--- config.mk ---
export PLATFORM = sky130hd
export DESIGN_NAME = pc_update
export DESIGN_NICKNAME = d
export VERILOG_FILES = /design/src/rtl/pc_update.sv
export SDC_FILE = /design/constraint.sdc
export NUM_CORES = 1
export LEC_CHECK = 0
export ABC_AREA = 1
export CAP_MARGIN = 25
export CORE_ASPECT_RATIO = 0.9
export CORE_UTILIZATION = 44
export CTS_CLUSTER_SIZE = 10
export DETAILED_ROUTE_END_ITERATION = 7
export HOLD_SLACK_MARGIN = 0.12
export PLACE_DENSITY = 0.95
export SLEW_MARGIN = 20
export SYNTH_ARGS = -nofsm -noshare
export SYNTH_HDL_FRONTEND = slang
export SYNTH_SLANG_ARGS = --single-unit
export TNS_END_PERCENT = 5
--- constraint.sdc ---
create_clock -name clk -period 3.3 [get_ports clk]
set_clock_uncertainty 0.1 [all_clocks]
set_input_delay 0.495 -clock clk [delete_from_list [all_inputs] [get_ports clk]]
set_output_delay 0.495 -clock clk [all_outputs]
set_load 0.02 [all_outputs]
--- src/rtl/pc_update.sv ---
// Y86-64 PC-update stage: owns the architectural PC, processor status and a RUN/STOP machine.
// Optional retired-instruction counter built when PC_UPDATE_RETIRE_CNT_EN is defined.
module pc_update #(
  parameter logic [63:0] RESET_PC = 64'd0,
  parameter int unsigned CNT_W    = 32
) (
  input  logic             clk,
  input  logic             rst_n,
  input  logic             ins_valid,
  input  logic [3:0]       icode,
  input  logic             cond,
  input  logic [63:0]      valC,
  input  logic [63:0]      valM,
  input  logic [63:0]      valP,
  input  logic             in_mem,
  input  logic             in_inst,
  input  logic             hlt,
  output logic [63:0]      PC,
  output logic [2:0]       stat,
  output logic             running,
  output logic [CNT_W-1:0] retired
);

  localparam int unsigned PC_W   = 64;
  localparam int unsigned STAT_W = 3;

  localparam logic [STAT_W-1:0] STAT_AOK = 3'd1;
  localparam logic [STAT_W-1:0] STAT_HLT = 3'd2;
  localparam logic [STAT_W-1:0] STAT_ADR = 3'd3;
  localparam logic [STAT_W-1:0] STAT_INS = 3'd4;

  localparam logic [3:0] I_HALT = 4'h0;
  localparam logic [3:0] I_JXX  = 4'h7;
  localparam logic [3:0] I_CALL = 4'h8;
  localparam logic [3:0] I_RET  = 4'h9;

  typedef enum logic {
    S_RUN  = 1'b0,
    S_STOP = 1'b1
  } state_t;

  state_t              state_q, state_d;
  logic [PC_W-1:0]     pc_q, pc_d;
  logic [STAT_W-1:0]   stat_q, stat_d;
  logic                running_q, running_d;
  logic                accept_c;
  logic                stop_c;

  // An instruction is only acted on while running; STOP ignores everything.
  assign accept_c = ins_valid && (state_q == S_RUN);
  assign stop_c   = in_inst || in_mem || hlt || (icode == I_HALT);

  // State register
  always_ff @(posedge clk or negedge rst_n) begin
    if (!rst_n) begin
      state_q <= S_RUN;
    end else begin
      state_q <= state_d;
    end
  end

  // Next-state logic: STOP is sticky until reset
  always_comb begin
    state_d = state_q;
    if (accept_c && stop_c) begin
      state_d = S_STOP;
    end
  end

  // Output logic: next PC / status; faults keep PC on the offending instruction
  always_comb begin
    pc_d      = pc_q;
    stat_d    = stat_q;
    running_d = (state_d == S_RUN);
    if (accept_c) begin
      if (in_inst) begin
        stat_d = STAT_INS;
      end else if (in_mem) begin
        stat_d = STAT_ADR;
      end else if (hlt || (icode == I_HALT)) begin
        stat_d = STAT_HLT;
      end else begin
        case (icode)
          I_CALL:  pc_d = valC;
          I_JXX:   pc_d = cond ? valC : valP;
          I_RET:   pc_d = valM;
          default: pc_d = valP;
        endcase
      end
    end
  end

  always_ff @(posedge clk or negedge rst_n) begin
    if (!rst_n) begin
      pc_q      <= RESET_PC;
      stat_q    <= STAT_AOK;
      running_q <= 1'b1;
    end else begin
      pc_q      <= pc_d;
      stat_q    <= stat_d;
      running_q <= running_d;
    end
  end

  assign PC      = pc_q;
  assign stat    = stat_q;
  assign running = running_q;

`ifdef PC_UPDATE_RETIRE_CNT_EN
  logic [CNT_W-1:0] cnt_q;
  logic             retire_c;

  // Halts and faults never retire; the count saturates instead of wrapping.
  assign retire_c = accept_c && !stop_c;

  always_ff @(posedge clk or negedge rst_n) begin
    if (!rst_n) begin
      cnt_q <= '0;
    end else if (retire_c && (cnt_q != {CNT_W{1'b1}})) begin
      cnt_q <= cnt_q + CNT_W'(1);
    end
  end

  assign retired = cnt_q;
`else
  assign retired = '0;
`endif

endmodule

==> results.cfg, run 1 <==
[power_and_ir_drop]
p_clk_share_pct = 38.6
p_sw_mw = 0.723
p_per_area_nw_per_um2 = 292
intPower_mw = 1.79
sw_frac_of_total_pct = 28.7
p_seq_share_pct = 34.7
peakVddDrop_uv = 214
p_leak_nw = 3.89
p_comb_share_pct = 26.7

[clock_network]
cts_buffers = 9
cts-resized-gates = 0
htree_num_levels = 3
cts_buffer_depth = 2
cts_setup_buffers = 0
cts_hold_buf = 0
root_buffer = clkbuf_16
clk_pin_slew_worst_paths_ps = 60
tritoncts = done
cts.sinks = 69
clock_latency_ps = 330

[die]
die_area_sq_um = 13400
die_h_um = 110
start_util_pct = 45.0
boundaryPins = 303
dieWidth_um = 122
fp.coreArea_sq_um = 12700
rows = 39

[sta]
timing_hold_violations_final = 0
setup_tns_ps = 0
fin_crit_sh_pct = 70.3
worstMarginPinSlew_ps = 938
setup_viol = 0
fmax_ghz = 0.431
maxSlewViolCount = 0
fin_crit_ps = 2320
slew_headroom_pct = 37.5
hold_slack_ps = 187
rsz0062_at_grt = false

[global_route]
grt_pass1_vias = 6783
grt_pass1_wl_um = 31800
grt_max_degree = 70
track_usage_pct = 30.3
overflow = 0
antenna_found_initial = 1

[yosys]
synth_area_leaders = nand2_1 (30%), dfrtp_1 (29%), nand3_1 (11%)
synthDistinctLibCells = 17
ys_ff_latch = 69
ys_warn_count = 0
seq_area_frac_synth_pct = 30.3
yosysTopAreaCell = nand2_1
synthCells = 977
netlist_area_sq_um = 5710
avgSynthCellArea_sq_um = 5.84
synth_top_cell_area_share_pct = 30.2

[finish]
layout_common_cells = nand2_1 (458), clkdlybuf4s50_1 (268), nor2_1 (130)
drive_above_1_share_pct = 3.33
area.sequential_sq_um = 1730
num-nets-final = 1401
multi_input_area_sq_um = 3470
nFillCells = 1087
final_cells = 1368
syn_to_final_growth_pct = 50.9
layout_commonest_cell = nand2_1

[critical_path]
reg2reg_depth = 6
arrival_ps = 2490
startpoint_type = input port
worstPathRequired_ps = 3470
endpoint_kind = register
crit_type = input port to register
critPathMaxFanout = 54

[route]
drtAntennaViolNets = 0
vias_per_cell = 5.38
drtIter0Drc = 564
vias = 7354
drt-pass1-iter-count = 6
drc = 0
drt-total-wl_um = 20600
wl_per_cell_um = 15.1

[outcome]
status = finished clean

[place]
dp_hpwl_um = 14200
numPortBuffers = 270
place_congestion = 0.833
dp.cells = 1351

[min_path]
holdCritPathClass = input port to async pin

[run]
drv_cap = 0
-- through the flow --
stage	power [mW]	instance area, sq um	util [%]	setup WS [ps]
detailed placement	1.55	8310	65.5	627
finish	2.52	8610	67.9	979
global placement	1.54	8310	65.5	634
global route	2.62	8610	67.9	860
CTS	2.52	8610	67.8	983
floorplan	1.21	5820	-	1820
-- sequential cells by signal (all words and copies together) (netlist names) --
| name | flops |
|---|---|
| state_q | 1 |
| running | 1 |
| PC | 64 |
| stat | 3 |
-- logic make-up (layout without fill, tap and decap cells) --
logic type	count (synthesis)	count (layout)	synth area share, %
AND/OR/NAND/NOR	789	789	57.8
AO/OA/AOI/OAI	3	3	0.263
buffers and inverters	115	310	11.6
other	1	33	0.0657
flip-flops	69	69	30.3
-- synth_stat cells --
master / count
buf_2: 59
buf_4: 41
clkbuf_1: 6
conb_1: 1
dfrtp_1: 67
dfstp_2: 2
inv_1: 8
inv_2: 1
nand2_1: 459
nand3_1: 130
nand3b_1: 1
nand4_1: 64
nor2_1: 132
nor2_2: 1
nor2_4: 1
nor3_1: 1
o21ai_0: 3
-- cell type report --
cell class | count | share of cell area [%]
antenna | 1 | 0.0291
clock buffer | 12 | 2.86
clock inverter | 4 | 0.552
inverter | 9 | 0.392
multi-input combinational | 824 | 40.4
sequential | 69 | 20.1
tap | 164 | 2.38
timing repair buffer | 285 | 33.3
-- worst max-delay path, cell delays in order --
cell and delay [ps]:
clkdlybuf4s50_1 440, nor3_1 530, nand3_4 410, buf_12 310, nor2_1 140, nand2_1 70
nand2_1 60
-- path summary, 6_finish.rpt --
| kind | start | slack [ps] | endpoint |
|---|---|---|---|
| max | in_inst | 980 | PC[47] |
| max in group asynchronous | rst_n | 2280 | PC[48] |
| min | rst_n | 190 | PC[15] |
| min in group clk | PC[11] | 380 | PC[11] |
| min reg2reg | PC[11] | 380 | PC[11] |
| max reg2reg | state_q | 1510 | PC[47] |
-- power by group through the flow --
| stage | registers, mW | clock network [mW] | logic [mW] |
|---|---|---|---|
| final | 0.873 | 0.972 | 0.671 |
| after floorplan | 0.907 | 0 | 0.300 |
| after global routing | 0.874 | 1.01 | 0.730 |
| after detailed placement | 0.887 | 0 | 0.663 |
| after global placement | 0.887 | 0 | 0.652 |
| after CTS | 0.873 | 0.983 | 0.667 |
-- routing by layer --
layer | up-vias | global-route usage (%) | share of wire, %
met1 | 3372 | 35.5 | 38
met3 | 56 | 7.25 | 9.9
met5 | - | 0 | 0
met2 | 413 | 51.5 | 49
met4 | 0 | 16.2 | 3.6
li1 | 3513 | - | -
(Power assumes the default switching activity.)
==> run 2, diff against run 1 <==
Settings changed: CORE_UTILIZATION 44 to 37, PLACE_DENSITY 0.95 to 0.89.
Clock period 3.3 ns to 2.1 ns, I/O delays scaled along.
==> results.cfg, run 2 (same netlist as run 1, synthesis figures left out) <==
[outcome]
status = finished clean

[sta]
setup_tns_ps = 0
fmax_ghz = 0.527
timing_hold_violations_final = 0
setup_viol = 0
hold_slack_ps = 378
maxSlewViolCount = 0
fin_crit_sh_pct = 90.4
fin_crit_ps = 1900
rsz0062_at_grt = false

[power_and_ir_drop]
sw_frac_of_total_pct = 30.0
peakVddDrop_uv = 352
p_sw_mw = 1.17
p_comb_share_pct = 28.8
p_clk_share_pct = 35.9
intPower_mw = 2.72
p_per_area_nw_per_um2 = 436
p_seq_share_pct = 35.3
p_leak_nw = 4.01

[clock_network]
cts_buffer_depth = 2
htree_num_levels = 3
cts-resized-gates = 0
cts_setup_buffers = 0
root_buffer = clkbuf_16
tritoncts = done
cts.sinks = 69
clk_pin_slew_worst_paths_ps = 60
cts_buffers = 9
cts_hold_buf = 1
clock_latency_ps = 330

[finish]
multi_input_area_sq_um = 3470
diodes = 0
nFillCells = 1352
drive_above_1_share_pct = 4.58
layout_common_cells = nand2_1 (458), clkdlybuf4s50_1 (268), nor2_1 (130)
area.sequential_sq_um = 1730
syn_to_final_growth_pct = 56.2
layout_commonest_cell = nand2_1
final_cell_area_sq_um = 8910
largest_register_ffs = 64
num-nets-final = 1421

[die]
boundaryPins = 303
dieWidth_um = 133
start_util_pct = 38.4
rows = 42
die_h_um = 120
die_area_sq_um = 15900
fp.coreArea_sq_um = 14900

[run]
drv_cap = 0

[min_path]
holdCritPathClass = input port to async pin

[route]
vias_per_cell = 5.19
wl_per_cell_um = 15.1
drt-pass1-iter-count = 5
drt-total-wl_um = 21400
drtIter0Drc = 569
drc = 0
drtAntennaViolNets = 0
vias = 7370

[critical_path]
crit_type = register to primary output
critPathTopFamily = buffers and inverters
path_cells = clkdlybuf4s50_1
startpoint_type = register
critPathMaxFanout = 1
cp_slowest_cell = clkdlybuf4s50_1
worstPathRequired_ps = 1680
critPathMaxStageDelay_ps = 630
crit_buf_inv = 1
endpoint_kind = primary output
arrival_ps = 1480

[global_route]
grt_pass1_vias = 6918
busiest_layer = met2
grt_max_degree = 65
antenna_found_initial = 1
overflow = 0
met3_usage_pct = 6.76
use_met1_pct = 32.5
track_usage_pct = 27.1
grt_pass1_wl_um = 34400
grt_util_met2_pct = 46.0

[place]
numPortBuffers = 270
place_area_sq_um = 8650
place_congestion = 0.937
dp_hpwl_um = 15100
==> run 2: metal layers <==
layer  vias up  part of all wire, %
met5         -                    0
met4         0                  3.1
met3        47                  9.7
met2       383                   48
met1      3393                   39
li1       3547                    -
==> run 2: power by group through the flow <==
stage | Clock (mW) | Combinational, mW | Sequential, mW
after floorplan | 0 | 0.471 | 1.42
after global placement | 0 | 1.10 | 1.39
after detailed placement | 0 | 1.11 | 1.39
after CTS | 1.44 | 1.12 | 1.37
after global routing | 1.48 | 1.21 | 1.37
final | 1.40 | 1.12 | 1.37
==> run 2: path summary, 6_finish.rpt <==
check / endpoint / slack, ps / start / cells after the start
hold reg to reg: PC[8] / 380 / PC[8] / 2
min in group clk: PC[8] / 380 / PC[8] / 2
max in group asynchronous: stat[0] / 870 / rst_n / 3
hold / removal: PC[23] / 380 / rst_n / 2
setup / recovery: running / 200 / running / 1
setup reg to reg: PC[57] / 630 / state_q / 6
==> run 2: through the flow <==
stage               std cells  total power [mW]  setup WS [ps]  utilization [%]
finish                   1421              3.89            202             59.9
global route             1421              4.07            168             59.9
CTS                      1421              3.93            179             59.9
detailed placement       1404              2.51           15.3             58.2
global placement         1404              2.49           69.5             58.2
floorplan                1008              1.90            798                -
==> run 2: cell type report <==
class / count / share of cell area, %
Timing Repair Buffer: 305 / 35.6
Multi-Input combinational cell: 824 / 39.0
Sequential cell: 69 / 19.4
Tap cell: 198 / 2.78
Clock inverter: 2 / 0.140
Clock buffer: 14 / 2.74
Inverter: 9 / 0.379
==> run 3, diff against run 2 <==
Settings changed: CORE_MARGIN set to 2.
==> results.cfg, run 3 (same netlist as run 1, synthesis figures left out) <==
[sta]
fin_crit_sh_pct = 90.1
timing_hold_violations_final = 0
setup_tns_ps = 0
fmax_ghz = 0.528
hold_slack_ps = 376
maxSlewViolCount = 0
fin_crit_ps = 1890
setup_viol = 0
rsz0062_at_grt = false

[global_route]
grt_pass1_vias = 6568
grt_pass1_wl_um = 32100
grt_max_degree = 65
track_usage_pct = 24.3
overflow = 0
antenna_found_initial = 1

[place]
dp_hpwl_um = 14700
dp.cells = 1397
numPortBuffers = 270
place_congestion = 0.848

[clock_network]
cts_buffers = 9
tritoncts = done
htree_num_levels = 3
clk_pin_slew_worst_paths_ps = 60
cts_buffer_depth = 2
root_buffer = clkbuf_16
clock_latency_ps = 330
cts_setup_buffers = 0
cts.sinks = 69

[critical_path]
path_cells = clkdlybuf4s50_1
critPathMaxFanout = 2
endpoint_kind = primary output
startpoint_type = register
critPathTopFamily = buffers and inverters
rr_startpoint = state_q
cp_slowest_cell = clkdlybuf4s50_1
crit_cells = 1
r2r_slack_ps = 700
arrival_ps = 1480
setup.worst_path.end = stat[0]
reg2reg_depth = 6
crit_type = register to primary output
r2r-end = PC[57]
critPathMaxStageDelay_ps = 620
worstPathRequired_ps = 1680
crit_buf_inv = 1
critPathLaunch = stat[0]

[min_path]
holdCritPathClass = input port to async pin

[finish]
diodes = 0
utilization_pct = 57.9
final_cells = 1414
layout_common_cells = nand2_1 (458), clkdlybuf4s50_1 (268), nor2_1 (130)
syn_to_final_growth_pct = 54.5
largest_register_ffs = 64
drive_above_1_share_pct = 3.80
num-nets-final = 1410
layout_commonest_cell = nand2_1

[route]
vias = 7212
drtAntennaViolNets = 0
drt-total-wl_um = 20600
vias_per_cell = 5.10
drt-pass1-iter-count = 6
drtIter0Drc = 519
wl_per_cell_um = 14.6
drc = 0

[power_and_ir_drop]
peakVddDrop_uv = 337
power_mw = 3.87
p_per_area_nw_per_um2 = 439
p_leak_nw = 3.96

[die]
rows = 43
boundaryPins = 303
start_util_pct = 37.5
dieWidth_um = 135
die_area_sq_um = 16400
die_h_um = 122
fp.coreArea_sq_um = 15200

[run]
drv_cap = 0

[outcome]
status = finished clean
-- run 3: routing by layer --
| layer | share of wire (%) | track usage [%] | up-vias |
|---|---|---|---|
| li1 | - | - | 3525 |
| met1 | 39 | 29.7 | 3265 |
| met2 | 48 | 42.3 | 389 |
| met3 | 11 | 5.83 | 33 |
| met4 | 1.6 | 7.70 | 0 |
| met5 | 0 | 0 | - |
-- run 3: per-stage QoR --
stage,area (sq um),setup slack (ps)
finish,8820,208
global route,8820,180
CTS,8820,187
detailed placement,8530,34.8
global placement,8530,51.1
floorplan,5820,798
-- run 3: cell type report --
| type | count | area (sq um) |
|---|---|---|
| inverters | 9 | 33.8 |
| repair buffers | 294 | 3050 |
| well taps | 202 | 253 |
| multi-input cells | 824 | 3470 |
| clock buffers | 15 | 268 |
| flip-flops and latches | 69 | 1730 |
| clock inverters | 1 | 5.00 |
| fillers | 1425 | 6410 |
-- run 3: worst min path at each step --
| stage | from | to | cells after the start |
|---|---|---|---|
| 2_1_floorplan | rst_n | PC[0] | 0 |
| 3_3_place_gp | rst_n | PC[20] | 1 |
| 3_5_place_dp | rst_n | PC[18] | 1 |
| 4_1_cts | PC[1] | PC[1] | 2 |
| 5_1_grt | PC[1] | PC[1] | 2 |
| 6_report | rst_n | PC[18] | 2 |
-- run 3: power breakdown --
| part | internal, mW | total (mW) | leakage [nW] | switching, mW |
|---|---|---|---|---|
| combinational | 0.538 | 1.08 | 2.88 | 0.545 |
| sequential | 1.36 | 1.37 | 0.943 | 0.0157 |
| clock | 0.864 | 1.42 | 0.134 | 0.552 |
| total | 2.76 | 3.87 | 3.96 | 1.11 |
-- run 3: repair_timing --
action | 4_1_cts | 5_1_grt
resized for setup | 0 | 0
hold buffers | 1 | 0
hold endpoints to repair | 32 | 0
setup endpoints to repair | 0 | 0
